--- src/rtl/exec_int_sequencer.sv ---
// exec_int_sequencer: execute-stage interrupt entry / RTI stack sequencer; optional pending queue via EXEC_INT_PEND_EN
module exec_int_sequencer #(
  parameter logic [31:0] VEC1 = 32'h0000_0002,
  parameter logic [31:0] VEC2 = 32'h0000_0004
) (
  input  logic        clk,
  input  logic        rst_n,
  input  logic        int1_ex,
  input  logic        int2_ex,
  input  logic        rti_ex,
  input  logic [31:0] ret_pc,
  input  logic [2:0]  flags_ex,
  input  logic [31:0] sp,
  input  logic        mem_ack,
  input  logic [15:0] mem_rdata,
  output logic        busy,
  output logic        flush,
  output logic        mem_wr,
  output logic        mem_rd,
  output logic [31:0] mem_addr,
  output logic [15:0] mem_wdata,
  output logic        sp_wr,
  output logic [31:0] sp_next,
  output logic        pc_wr,
  output logic [31:0] pc_val,
  output logic        flags_wr,
  output logic [2:0]  flags_val
);
  typedef enum logic [3:0] {IDLE, PUSH_PCH, PUSH_PCL, PUSH_FLG, VECTOR, POP_FLG, POP_PCL, POP_PCH, RESUME} state_t;
  state_t state, state_nx;
  logic [31:0] spc, rpc, vec;
  logic [2:0] flg;
  logic [1:0] pend;
  logic first, take, sel1, push, pop;
  assign take = int1_ex | int2_ex | (|pend);
  assign sel1 = int1_ex | (~int2_ex & pend[0]);
`ifdef EXEC_INT_PEND_EN
  // losers of a coincidence and anything arriving mid-sequence wait here
  always_ff @(posedge clk or negedge rst_n)
    if (!rst_n) pend <= '0;
    else pend <= state != IDLE ? pend | {int2_ex, int1_ex}
               : (int1_ex | int2_ex) ? pend | {int1_ex & int2_ex, 1'b0}
               : pend[0] ? {pend[1], 1'b0} : 2'b00;
`else
  assign pend = 2'b00;
`endif
  always_comb begin
    state_nx = state;
    case (state)
      IDLE:     state_nx = take ? PUSH_PCH : rti_ex ? POP_FLG : IDLE;
      PUSH_PCH: state_nx = mem_ack ? PUSH_PCL : PUSH_PCH;
      PUSH_PCL: state_nx = mem_ack ? PUSH_FLG : PUSH_PCL;
      PUSH_FLG: state_nx = mem_ack ? VECTOR : PUSH_FLG;
      POP_FLG:  state_nx = mem_ack ? POP_PCL : POP_FLG;
      POP_PCL:  state_nx = mem_ack ? POP_PCH : POP_PCL;
      POP_PCH:  state_nx = mem_ack ? RESUME : POP_PCH;
      default:  state_nx = IDLE;
    endcase
  end
  assign push      = state inside {PUSH_PCH, PUSH_PCL, PUSH_FLG};
  assign pop       = state inside {POP_FLG, POP_PCL, POP_PCH};
  assign busy      = state != IDLE;
  assign flush     = first;
  assign mem_wr    = push;
  assign mem_rd    = pop;
  assign mem_addr  = push ? spc : pop ? spc + 32'd1 : '0;
  assign mem_wdata = state == PUSH_PCH ? rpc[31:16] : state == PUSH_PCL ? rpc[15:0]
                   : state == PUSH_FLG ? {13'b0, flg} : '0;
  assign sp_wr     = (push | pop) & mem_ack;
  assign sp_next   = !sp_wr ? '0 : push ? spc - 32'd1 : spc + 32'd1;
  assign pc_wr     = state == VECTOR || state == RESUME;
  assign pc_val    = state == VECTOR ? vec : state == RESUME ? rpc : '0;
  assign flags_wr  = state == RESUME;
  assign flags_val = state == RESUME ? flg : '0;
  always_ff @(posedge clk or negedge rst_n)
    if (!rst_n) begin
      state <= IDLE;
      first <= 1'b0;
      spc   <= '0;
      rpc   <= '0;
      vec   <= '0;
      flg   <= '0;
    end else begin
      state <= state_nx;
      first <= state == IDLE && (take || rti_ex);
      if (state == IDLE) begin
        spc <= sp;
        if (take) begin
          rpc <= ret_pc;
          flg <= flags_ex;
          vec <= sel1 ? VEC1 : VEC2;
        end
      end else if (sp_wr) spc <= sp_next;
      if (state == POP_FLG && mem_ack) flg <= mem_rdata[2:0];
      if (state == POP_PCL && mem_ack) rpc[15:0] <= mem_rdata;
      if (state == POP_PCH && mem_ack) rpc[31:16] <= mem_rdata;
    end
endmodule
--- config.mk ---
export PLATFORM = sky130hd
export DESIGN_NAME = exec_int_sequencer
export DESIGN_NICKNAME = d
export VERILOG_FILES = /design/src/rtl/exec_int_sequencer.sv
export SDC_FILE = /design/constraint.sdc
export NUM_CORES = 1
export LEC_CHECK = 0
export BUFFER_PORTS_ARGS = -buffer_cell sky130_fd_sc_hd__buf_2
export CORE_MARGIN = 2
export CORE_UTILIZATION = 46
export CTS_BUF_LIST = sky130_fd_sc_hd__clkbuf_4 sky130_fd_sc_hd__clkbuf_8 sky130_fd_sc_hd__clkbuf_16
export DETAILED_ROUTE_END_ITERATION = 10
export PLACE_DENSITY = 0.88
export SYNTH_ARGS = -nofsm -noshare
export SYNTH_HDL_FRONTEND = slang
export SYNTH_SLANG_ARGS = --single-unit
--- constraint.sdc ---
create_clock -name clk -period 2.6 [get_ports clk]
set_clock_uncertainty 0.15 [all_clocks]
set_input_delay 0.39 -clock clk [delete_from_list [all_inputs] [get_ports clk]]
set_output_delay 0.39 -clock clk [all_outputs]
set_load 0.05 [all_outputs]
==> flow_results.org, run 1 <==
** Detailed routing
- Final Routed Wirelength :: between 30 and 40 mm
- Routed wire per std cell :: 29.6 um
- Count of routing violations after the opening detailed-route iteration :: ~1600
- DRC violations left :: 0
- Antenna violation net count after detailed routing :: 0
- For this run, the detailed router's first-pass iteration total came to 11.
- Via density per instance :: around 7
- The routed layout has 8793 vias.

** Pwr
- Power comes to ~17 mW.
- Static leakage :: roughly 5 nW
- Dividing total power by cell area gives a power density of around 1600 nW/um^2.
- IR analysis of the VDD net gives a maximum drop of 0.966 mV.

** CTS
- TritonCTS created 9 clock buffers.
- TritonCTS built the clock tree.
- After clock tree synthesis, the clock-pin slew on the worst setup and hold paths is about 0.060 ns.
- Source-to-sink clock delay at the later pin of the worst-skew pair :: approximately 0.37 ns
- Num Clock Sinks :: 74
- Buffer type at the clock tree root :: sky130_fd_sc_hd__clkbuf_16
- The clock tree synthesis step divided the H-tree into 3 levels.
- Maximum count of clock buffers along a single path :: 2

** Synth
- Flip-flop cell with the highest count after synthesis :: sky130_fd_sc_hd__dfrtp_1
- Summing every instance area after synthesis gives 5710 um^2.
- Most common cell in the synthesized netlist :: sky130_fd_sc_hd__nor2_1
- Most common library cells after synthesis :: sky130_fd_sc_hd__nor2_1, sky130_fd_sc_hd__dfrtp_1, sky130_fd_sc_hd__nand2_1
- Dividing the synthesized area by the synthesized cell count gives between 7 and 8 um^2.
- In the synthesized netlist, the number of instances is ~740.
- Sequential-to-total area share from yosys stat :: between 30% and 40%
- Synth Net Count :: a little over 800
- Synthesis instantiated 59 different standard cells from the library.
- Flip-flop and latch count after synthesis :: 74
- For this run, asynchronously set or reset flops after synthesis account for between 90% and 100%.
- Number of synthesized flops with an enable pin :: 0
- Number of warnings reported in the yosys synthesis log :: 0
- Ranked by total cell area, the synthesized netlist is headed by sky130_fd_sc_hd__dfrtp_1, sky130_fd_sc_hd__nor2_1, sky130_fd_sc_hd__nand2_1.
- The synthesized design spends more area on one cell type than any other, namely sky130_fd_sc_hd__dfrtp_1.
- Summed over its instances, the top area cell type makes up ~32% of the synthesized netlist area.

** Job
- Max-cap violations in this run came to 0.

** Global routing
- Overall fraction of global-route tracks in use :: between 30 and 40%
- Via count of the first global-routing pass :: around 7700
- The number of antenna violations at the first check in global routing came to 4.
- The first global-routing pass estimated 40.3 mm of wire.
- Pin count of the biggest net entering global routing :: 50
- Aggregate global routing overflow :: 0

** Die
- The core region is about 12000 um^2.
- Once the floorplan was initialized, standard cells occupied 47.4% of the core.
- The die covers around 13000 um^2.
- For this design the top-level I/O count stands at 211.
- Row generation in the floorplan step produced 40 rows.
- The die is about 120 um wide.
- The floorplan step set the die height to between 100 and 150 um.

** Timing
- RSZ-0062 raised after global routing :: yes
- Worst setup margin :: -1.16 ns
- The number of hold-slack violations in the final timing report is 0.
- Count of endpoints failing setup in the final report :: 90
- For the pin with the worst max-slew slack, the measured transition is 0.735 ns.
- Setup total negative slack on the finished layout was measured at -36.41 ns.
- The worst path in the final design needs a cycle of between 3 and 4 ns, including I/O delays and setup.
- The count of final max-slew check failures is 0.
- After layout, the worst path uses 145% of the clock period.
- Relative slew margins :: between 50% and 60%
- Max frequency :: about 0.27 GHz

** Critical path
- Cell class contributing the biggest share of worst-path delay :: simple AND/OR/NAND/NOR gates
- Critical path data arrival time :: 3.22 ns
- Cells traversed along the worst timing path :: inv_4 > ha_4 > or4b_4 > nor2_1 > nand4_1 > buf_4 > o41ai_4 > xnor2_2 > nor2_4 > buf_6
- The slowest stage of the critical path belongs to the cell sky130_fd_sc_hd__or4b_4.
- In this run the worst path has a maximum fanout of 3.
- In this design, the stage delay of the slowest critical-path cell is 0.51 ns.
- Critical setup path kind :: reg -> out
- The critical path contains buffers and inverters numbering 3 combined.
- Startpoint type of the worst setup path :: register
- The worst setup path is captured at an output pin.
- Data required time of the worst path :: approximately 2.1 ns

** Finish
- At the end of the flow the core is filled with cells to between 90% and 100%.
- Compared with the post-synthesis result, the final layout area differs by 90.1%.
- The post-route netlist has between 50 and 60% of its cells at a drive strength greater than 1.
- # nets final :: 1173

** Placement
- Post-DP HPWL :: around 16 mm
- Routability cong. :: between 0.9 and 1
- I/O Buffers :: 210

** Run status
- Run status :: complete, but fails checks
- Failing checks :: setup timing

** Hold path
- Hold Path Class :: in -> reg
-- timing repair --
action                                  CTS  global route
hold buffers                              1             0
endpoints found under the hold margin    34             0
gates cloned                              1             4
endpoints found under the setup margin   77            87
pin swaps                                50            65
setup buffers                            35            65
gates resized for setup                 229           199
-- sequential cells by signal (all words and copies together), names as in the netlist --
signal / cells
vec: 2
flg: 3
rpc: 32
state: 4
spc: 32
flush: 1
-- kinds of logic (layout without fill, tap and decap cells) --
family,after synthesis,after routing,share of synthesized area (%)
other,0,4,0
flip-flops,74,74,32.4
multiplexers,23,23,4.09
XOR/XNOR,56,56,8.58
AO/OA/AOI/OAI,154,154,19.2
AND/OR/NAND/NOR,345,345,29.5
adder cells (fa/ha/maj),2,2,0.438
buffers and inverters,81,432,5.78
-- cell usage in the layout, fill, tap and decap left out, types with 5 or more instances in the layout --
cell type                   count
sky130_fd_sc_hd__o32ai_4        5
sky130_fd_sc_hd__buf_12         7
sky130_fd_sc_hd__nand2_4        7
sky130_fd_sc_hd__a21oi_1       38
sky130_fd_sc_hd__nor2_1        66
sky130_fd_sc_hd__xor2_2        14
sky130_fd_sc_hd__a22o_1        12
sky130_fd_sc_hd__buf_2        135
sky130_fd_sc_hd__dfrtp_1       74
sky130_fd_sc_hd__nor2_4        49
sky130_fd_sc_hd__nor3_1         6
sky130_fd_sc_hd__o22ai_1       17
sky130_fd_sc_hd__xor2_1        13
sky130_fd_sc_hd__a211o_1        5
sky130_fd_sc_hd__clkbuf_16     12
sky130_fd_sc_hd__nor2_2        17
sky130_fd_sc_hd__buf_8         27
sky130_fd_sc_hd__nand3_1       14
sky130_fd_sc_hd__nand3_4        7
sky130_fd_sc_hd__buf_6         90
sky130_fd_sc_hd__a22oi_1       23
sky130_fd_sc_hd__xnor2_1        5
sky130_fd_sc_hd__o22ai_4        6
sky130_fd_sc_hd__nand2_1       62
sky130_fd_sc_hd__o21ai_2        5
sky130_fd_sc_hd__a221o_1        6
sky130_fd_sc_hd__and3_1        41
sky130_fd_sc_hd__buf_4        142
sky130_fd_sc_hd__inv_1          6
sky130_fd_sc_hd__xnor2_2       23
sky130_fd_sc_hd__mux2i_1       18
sky130_fd_sc_hd__nand4_1       17
-- per-layer routing --
layer | vias up | global-route usage (%) | routed length (um)
li1 | 3285 | - | -
met1 | 4088 | 44.7 | 11500
met2 | 1027 | 65.5 | 15700
met3 | 383 | 11.8 | 6200
met4 | 10 | 23.1 | 3540
met5 | - | 0 | 205
-- final timing paths --
path | start | to | slack [ns] | cells past startpoint
worst max-delay path | spc[0] | sp_next[30] | -1.16 | 10
worst min-delay path | ret_pc[1] | rpc[1] | 0.11 | 3
worst max register to register | spc[0] | spc[30] | -0.56 | 10
worst min register to register | vec[1] | vec[1] | 0.33 | 2
max in group asynchronous | rst_n | spc[27] | 1.18 | 3
min in group asynchronous | rst_n | spc[15] | 0.46 | 2
-- worst min-delay path: stages --
cell and delay (ns):
sky130_fd_sc_hd__buf_2 0.08, sky130_fd_sc_hd__a22oi_1 0.07, sky130_fd_sc_hd__nand2_1 0.05
-- where the power goes --
part | total, mW | internal [mW] | switching, mW
Clock | 1.54 | 0.940 | 0.597
Sequential | 2.36 | 1.75 | 0.613
Combinational | 13.5 | 5.05 | 8.47
Total | 17.4 | 7.74 | 9.68
-- metrics by stage --
stage	cells	worst slack, ns	hold WS (ns)	area (um^2)
after detailed placement	1143	-0.300	0.241	7930
after CTS	1194	-0.556	0.102	9450
final	1258	-1.16	0.113	10900
after global placement	1143	-0.244	0.242	7930
after floorplan	735	-0.199	-0.0556	6130
after global routing	1256	-1.25	0.116	10900
-- layout make-up --
class,count,area [um^2]
antenna,4,10.0
clock buffer,9,225
clock inverter,6,115
fill,468,1200
inverter,10,56.3
multi-input combinational,580,4960
sequential,74,1850
tap,168,210
timing repair buffer,407,3440
(Power assumes the default switching activity.)
==> inputs of run 2 (changes only) <==
--- a/constraint.sdc
+++ b/constraint.sdc
@@ -4,2 +4,2 @@
 set_output_delay 0.39 -clock clk [all_outputs]
-set_load 0.05 [all_outputs]
+set_load 0.1 [all_outputs]
==> run 2 against run 1 <==
  * Synthesized cell count stayed put
  * Synthesized area stayed put
  * The run now fails in 5_1_grt
==> flow_results.org, run 2 <==
** Synth
- Averaged over all synthesized cells, the footprint is between 7 and 8 um^2.
- By area the synthesized netlist is led by sky130_fd_sc_hd__dfrtp_1, sky130_fd_sc_hd__nor2_1, sky130_fd_sc_hd__nand2_1.
- Xor/xnor cell area share of the yosys netlist :: 8.58%
- Number of warnings reported in the yosys synthesis log :: 0
- Share of async-settable or async-resettable flops after synthesis :: 100%
- After synthesis, the largest area contributor takes up roughly 32% of total cell area.
- The cell area that synthesis handed to floorplanning was about 5700 um^2.
- Cell count after synthesis :: ~740
- Counting every net in the synthesized netlist gives a little over 800.
- Cell taking the most area after synthesis :: sky130_fd_sc_hd__dfrtp_1
- Number of synthesized flops with an enable pin :: 0
- Combinational family with the most area after synthesis :: simple AND/OR/NAND/NOR gates
- For this run, the leading register cell type out of synthesis is sky130_fd_sc_hd__dfrtp_1.
- Sequential elements use 32.4% of the synthesized area.
- After synthesis the netlist holds a flip-flop and latch count of 74.
- Mux contribution to synthesized area :: ~4.1%
- Counting instances in the post-synthesis netlist gives the leading cell types as sky130_fd_sc_hd__nor2_1, sky130_fd_sc_hd__dfrtp_1, sky130_fd_sc_hd__nand2_1.
- Summing the areas of all fa, ha and maj instances in the mapped netlist gives 0.438% of the synthesized area.
- Simple-gate share of the synthesized area :: between 20% and 30%
- Area fraction in compound gates after synthesis :: between 10% and 20%
- In the post-synthesis netlist, the cell with the most instances is sky130_fd_sc_hd__nor2_1.
- In this run, distinct cell masters in the synthesized netlist total 59.

** Placement
- Once placement completed, the tool counted placed cells totaling around 1200.
- After legalization and detailed placement, the total HPWL measured approximately 19 mm.
- I/O Buffers :: 210
- Post-DP Area :: 9880 um^2
- At the end of routability-driven placement, the weighted congestion stood at about 1.

** Timing
- After the last repair the worst path ends at an output port.
- Last reported worst endpoint of the global-route repair pass :: sp_next[27]

** CTS
- The H-tree was split into 3 levels.
- CTS buffer count :: 9
- Buffer type at the clock tree root :: sky130_fd_sc_hd__clkbuf_16
- Num Clock Sinks :: 74
- The clock passes through at most 2 buffers.

** Die
- Measured along the y axis, the die boundary spans ~120 um.
- In this run the core area contains 40 standard-cell rows.
- The initial utilization of the core area, before any placement, comes to between 40% and 50%.
- Boundary pin count :: approximately 210
- From left edge to right edge, the die measures 115 um.

** Run status
- Stage at which the flow ended :: 5_1_grt
- The run stopped with a tool error.
- Tool error :: [ERROR DPL-0038] Utilization greater than 100%, impossible to legalize

** Global routing
- Pin count of the biggest net entering global routing :: 47
run 2: cell counts after synthesis:
Identical to the previous run, type by type.
run 2: metrics by stage:
step / setup slack, ns / hold slack, ns / setup TNS (ns) / utilization [%]
3_5_place_dp: -0.327 / 0.204 / -4.90 / 81.9
4_1_cts: -0.595 / 0.112 / -21.79 / 94.6
2_1_floorplan: -0.491 / -0.0556 / -11.96 / -
3_3_place_gp: -0.247 / 0.201 / -2.31 / 81.9
run 2: cell families after synthesis:
group,Yosys count
muxes,23
and+or+nand+nor,345
xor gates and xnor gates,56
AOI/OAI and AO/OA,154
adders and majority gates,2
buffers and inverters,81
DFF,74
run 2: what timing repair did:
action                     in CTS
gates cloned                    1
gates resized for setup       183
hold endpoints to repair       28
setup endpoints to repair      75
hold buffers                    1
pin swaps                      60
buffers inserted               48
==> inputs of run 3 (changes only) <==
CORE_UTILIZATION = 40   (was 46)
CTS_BUF_LIST = unset   (was sky130_fd_sc_hd__clkbuf_4 sky130_fd_sc_hd__clkbuf_8 sky130_fd_sc_hd__clkbuf_16)
PLACE_DENSITY = unset   (was 0.88)
PLACE_DENSITY_LB_ADDON = 0.15   (was unset)
clock period = 3.4 ns   (was 2.6 ns; I/O delays follow)
==> run 3 against run 2 <==
  * The flow now finishes, with violations (setup timing)
==> flow_results.org, run 3 (synthesis results as in run 1) <==
** Run status
- Run status :: complete, but fails checks
- Failing checks :: setup timing

** Die
- The initial utilization of the core area, before any placement, comes to 41.0%.
- Core area :: 13900 um^2
- In this run the horizontal extent of the chip is roughly 120 um.
- The die is between 100 and 150 um tall.
- Row generation in the floorplan step produced between 40 and 50 rows.
- Floorplan die area :: roughly 15000 um^2
- Boundary pin count :: 211

** Finish
- Fill cells in the final layout number 1218.
- Commonest cells after routing, fill and taps aside :: sky130_fd_sc_hd__buf_2, sky130_fd_sc_hd__nor2_1, sky130_fd_sc_hd__nand2_1
- Summing all non-filler instances in the final layout gives an area of about 8700 um^2.
- Multi-input logic area :: 3970 um^2
- Syn-to-layout area delta :: 52.0%
- # nets final :: between 1000 and 1500
- Cell Count, Final, Fillers Out :: about 1100
- Leaving out fill and tap cells, the most frequent cell in the layout is sky130_fd_sc_hd__buf_2.
- Footprint of the flip-flops and latches :: between 1500 and 2000 um^2
- Fraction of final layout cells sized beyond drive strength 1 :: 42.7%
- Largest registers :: rpc x32, spc x32, state x4
- Number of diodes added for antenna fixing :: 0

** Placement
- Routability cong. :: about 0.9
- Post-DP HPWL :: ~15 mm
- The number of placed instances, taps included, is ~1100.
- After detailed placement, the total cell area comes to between 7000 and 8000 um^2.
- During placement, the flow inserted port buffers numbering between 200 and 250.
- Dpl ws :: 0.256 ns

** Timing
- Setup repair after global routing could not meet its margin everywhere.
- Setup violations remaining at the end of the flow were counted as 4.
- After layout, the worst path uses 102% of the clock period.
- Worst setup margin :: -0.0840 ns
- Count of pins over their slew limit :: 0
- At the pin with the least slew margin, the transition time is 1.00 ns.
- Hold Violations, Final :: 0
- Relative slew margins :: around 33%
- After layout, the minimum clock period comes to between 3 and 4 ns.
- Derived from the worst setup path, the maximum achievable clock frequency is 0.287 GHz.

** Critical path
- For the worst setup path, the data required time is 2.74 ns.
- For this design, the slowest cell found on the critical path is sky130_fd_sc_hd__or4_4.
- On the worst path, the slowest cell contributes a delay of between 0.5 and 0.6 ns.
- Among cell families on the critical path, the largest total delay comes from simple AND/OR/NAND/NOR gates.
- Cells traversed along the worst timing path :: or4_4 > nor4_4 > nand3_4 > o41ai_4 > xnor2_2 > nor2_2 > buf_12
- For the worst setup path, the data arrival time is 2.82 ns.
- Critical setup path kind :: reg -> out
- Number of buffers and inverters on the critical path :: 1
- Startpoint type of the worst setup path :: register
- Category of the worst setup path capture point :: output pin
- Critical Path Fanout Max :: 5

** CTS
- The H-tree was split into 3 levels.
- CTS saw 74 sinks.
- Clock transition at the registers of the reported paths :: around 0.060 ns
- CTS buffer count :: 9
- Clock latency on the worst-skew pair, taken at its later pin, is 0.35 ns.
- Buffer type at the clock tree root :: sky130_fd_sc_hd__clkbuf_16
- TritonCTS built the clock tree.
- Hold-fix buffer count after cts :: 0
- Maximum count of clock buffers along a single path :: 2

** Global routing
- For this run the aggregate overflow at the end of global routing stands at 0.
- The first global-routing pass estimated between 30 and 40 mm of wire.
- The number of antenna violations at the first check in global routing came to 0.
- Overall fraction of global-route tracks in use :: roughly 28%
- Pin count of the biggest net entering global routing :: between 70 and 80
- The number of global-route vias before repair was 6219.

** Job
- Max-cap violations :: 0

** Detailed routing
- Drt pass-1 iters :: 5
- Final Routed Wirelength :: roughly 21 mm
- Routed wire per std cell :: 18.4 um
- After detailed routing, the number of remaining DRC violations is 0.
- Once detail routing completed, the nets flagged for antenna violations numbered 0.
- After detailed routing, the number of vias per cell comes to between 5 and 6.
- Total number of vias :: approximately 6500
- Count of routing violations after the opening detailed-route iteration :: ~570

** Hold path
- In this run the worst hold path is classified as in -> async.
==> run 3: stage by stage <==
stage | hold slack (ns) | TNS [ns] | util (%)
floorplan | 0.0644 | 0 | -
global placement | 0.319 | 0 | 56.8
detailed placement | 0.323 | 0 | 56.8
CTS | 0.215 | -0.0124 | 59.5
global route | 0.228 | -0.969 | 62.3
finish | 0.167 | -0.136 | 62.3
==> run 3: metal layers <==
layer  track usage, %  part of all wire (%)  vias to the layer above
li1                 -                     -                     3039
met1             34.5                    40                     3107
met2             46.5                    50                      293
met3             6.18                   7.7                       38
met4             10.2                   2.6                        0
met5                0                     0                        -
==> run 3: cell type report <==
class | instances | share of cell area (%)
Multi-Input combinational cell | 580 | 45.7
Timing Repair Buffer | 275 | 25.8
Sequential cell | 74 | 21.4
Clock buffer | 9 | 2.59
Tap cell | 180 | 2.59
Clock inverter | 5 | 1.48
Inverter | 10 | 0.432
==> run 3: repair_timing <==
action	CTS	global route
pin swaps	3	24
endpoints found under the setup margin	10	28
setup buffers	2	22
resized for setup	3	44
==> run 3: worst paths after layout <==
kind                            depth (start not counted)     start  slack [ns]           to
max in group asynchronous                               1     rst_n        2.23       spc[4]
worst max-delay path                                    7   spc[11]       -0.08  sp_next[23]
worst min register to register                          2    vec[1]        0.34       vec[1]
worst min-delay path                                    1     rst_n        0.17       spc[9]
worst max register to register                          7  state[0]        0.70      spc[27]
min in group clk                                        2    sp[29]        0.22      spc[29]
Power of run 3 is left out: the tool's default activity adds up to more than one toggle a clock period on the data nets, which glitch-free logic cannot reach.
==> inputs of run 4 (changes only) <==
GPL_TIMING_DRIVEN = 0   (was unset)
==> run 4 against run 3 <==
  * The flow still finishes with violations (setup timing)
  * Register-to-register slack worse by 0.04 ns
  * Global-route usage up 1.4 points
  * Critical path depth up 4
  * Worst setup slack better by 0.075 ns
  * Clock-buffer cell count up 2
  * First-iteration DRC count down 26%
  * Die area unchanged
==> flow_results.org, run 4 (synthesis results as in run 1) <==
** Detailed routing
- Wires add up to between 20 and 25 mm.
- Count of routing violations after the opening detailed-route iteration :: 420
- In this run the remaining antenna-violating nets after routing total 0.
- Across all layers, the routed design uses roughly 6600 vias.
- Dividing the detail-routed via count by the number of cells gives 5.64.
- Routed wire per std cell :: 18.9 um
- For this run, the detailed router's first-pass iteration total came to 5.
- In the routed design, unresolved DRC markers number 0.

** Die
- Once the floorplan was initialized, standard cells occupied 41.0% of the core.
- Core area :: between 10000 and 15000 um^2
- From bottom edge to top edge, the die measures 124 um.
- The initialized floorplan defines between 40 and 50 standard-cell rows.
- Floorplan die area :: 15300 um^2
- From left edge to right edge, the die measures 124 um.
- Boundary pin count :: 211

** Finish
- The post-route netlist has 40.9% of its cells at a drive strength greater than 1.
- Largest registers :: rpc x32, spc x32, state x4
- The number of antenna diodes in the final layout is 0.
- Commonest non-fill, non-tap cell in the layout :: sky130_fd_sc_hd__buf_2
- Syn-to-layout area delta :: 45.6%
- The library cells used most frequently in the layout, excluding fill and tap cells, are sky130_fd_sc_hd__buf_2, sky130_fd_sc_hd__nor2_1, sky130_fd_sc_hd__nand2_1.
- The final layout contains between 1000 and 1500 nets.
- Measured on the finished design, the core utilization comes to between 50 and 60%.

** Global routing
- The first global-routing pass estimated approximately 34 mm of wire.
- Via count of the first global-routing pass :: between 6000 and 7000
- Overall fraction of global-route tracks in use :: 29.0%
- The number of antenna violations at the first check in global routing came to 0.
- Pin count of the biggest net entering global routing :: 54
- Aggregate global routing overflow :: 0

** Hold path
- Hold Path Class :: in -> reg

** CTS
- At the later pin of the worst-skew pair, clock insertion delay measures 0.36 ns.
- Clock tree synthesis found a total of 74 sinks.
- Clock transition at the registers of the reported paths :: approximately 0.06 ns
- Maximum count of clock buffers along a single path :: 2
- H-tree lvl count :: 3
- CTS buffer count :: 9
- Clock tree from TritonCTS :: done
- The tree is rooted in a sky130_fd_sc_hd__clkbuf_16.

** Placement
- Routability cong. :: about 0.89
- In this run the tool buffered the top-level ports with 210 buffer cells.
- Detailed placement finished with a half-perimeter wire length of approximately 16 mm.

** Critical path
- STA classifies the critical path endpoint as an output pin.
- Critical path data arrival time :: around 2.8 ns
- Data required time of the worst path :: about 2.7 ns
- Critical setup path kind :: reg -> out
- In this run the worst path has a maximum fanout of 4.
- The worst setup path is launched from a register.

** Timing
- Least-Margin Pin Slew :: 0.795 ns
- Final clock period utilization by the worst path :: 100%
- Setup violations remaining at the end of the flow were counted as 2.
- Hold Violations, Final :: 0
- In the post-route analysis, the smallest setup slack over all paths is -0.00947 ns.
- Subtracting the final worst setup slack from the clock period gives ~3.4 ns.
- Derived from the worst setup path, the maximum achievable clock frequency is 0.293 GHz.
- RSZ-0062 raised after global routing :: yes
- Count of pins over their slew limit :: 0
- Headroom to the max-slew limit came out at 47.0%.

** Job
- Max-cap violations :: 0

** Run status
- Failing checks :: setup timing
- Run status :: complete, but fails checks
run 4: changes by cell type in the layout (fill, tap and decap cells not counted), moves of 4 or more:
cell	delta
sky130_fd_sc_hd__buf_12	-37
sky130_fd_sc_hd__clkbuf_1	+30
sky130_fd_sc_hd__buf_4	-21
sky130_fd_sc_hd__buf_2	+20
sky130_fd_sc_hd__buf_6	+11
sky130_fd_sc_hd__clkbuf_2	+11
sky130_fd_sc_hd__clkbuf_4	+9
sky130_fd_sc_hd__buf_8	+4
sky130_fd_sc_hd__xnor2_1	+4
sky130_fd_sc_hd__xnor2_2	-4
run 4: path summary, 6_finish.rpt:
kind	from	to	slack (ns)	cells past startpoint
min reg2reg	vec[2]	vec[2]	0.35	2
max	spc[0]	sp_next[22]	-0.009	11
max in group asynchronous	rst_n	rpc[26]	2.06	3
min in group asynchronous	rst_n	spc[12]	0.46	2
min	sp[29]	spc[29]	0.22	2
max reg2reg	spc[0]	spc[18]	0.66	12
run 4: final cells by class:
| cell class | instances | area, um^2 |
|---|---|---|
| Multi-Input combinational cell | 580 | 3980 |
| Clock inverter | 5 | 63.8 |
| Sequential cell | 74 | 1860 |
| Fill cell | 1321 | 5610 |
| Timing Repair Buffer | 245 | 1620 |
| Clock buffer | 11 | 243 |
| Buffer | 60 | 285 |
| Tap cell | 180 | 225 |
| Inverter | 10 | 42.5 |
run 4: repair_timing:
action	in CTS	in global routing
setup buffers	19	14
hold endpoints to repair	21	0
setup endpoints to repair	85	64
pin swaps	11	14
resized for setup	101	65
hold buffers	1	0
run 4: per-layer routing:
| layer | GRT usage, % | vias up | share of wire [%] |
|---|---|---|---|
| met5 | 0 | - | 0 |
| met4 | 11.4 | 0 | 3.1 |
| met3 | 8.12 | 49 | 9.0 |
| met2 | 48.5 | 319 | 48 |
| met1 | 35.2 | 3123 | 40 |
| li1 | - | 3084 | - |
run 4: critical path: stages (launching register included):
cell                      delay (ns)
sky130_fd_sc_hd__dfrtp_1        0.41
sky130_fd_sc_hd__buf_8          0.15
sky130_fd_sc_hd__inv_6          0.05
sky130_fd_sc_hd__ha_4           0.12
sky130_fd_sc_hd__or4b_4         0.50
sky130_fd_sc_hd__nor4_4         0.18
sky130_fd_sc_hd__buf_4          0.20
sky130_fd_sc_hd__nand2_4        0.08
sky130_fd_sc_hd__o32ai_4        0.28
sky130_fd_sc_hd__xnor2_2        0.14
sky130_fd_sc_hd__nor2_4         0.11
sky130_fd_sc_hd__buf_12         0.18
run 4: stage by stage:
step                      cell area (um^2)  cells  setup TNS (ns)  setup WS, ns  hold slack (ns)
after floorplan                       5910    735               0       0.00998           0.0644
after global placement                7180   1125           -9.78        -0.458            0.322
after detailed placement              7210   1126          -10.26        -0.457            0.282
after CTS                             8010   1156          -0.148       -0.0785            0.218
after global routing                  8320   1165          -0.615        -0.105            0.218
final                                 8320   1165         -0.0100      -0.00947            0.221
Power of run 4 is left out for the same reason.
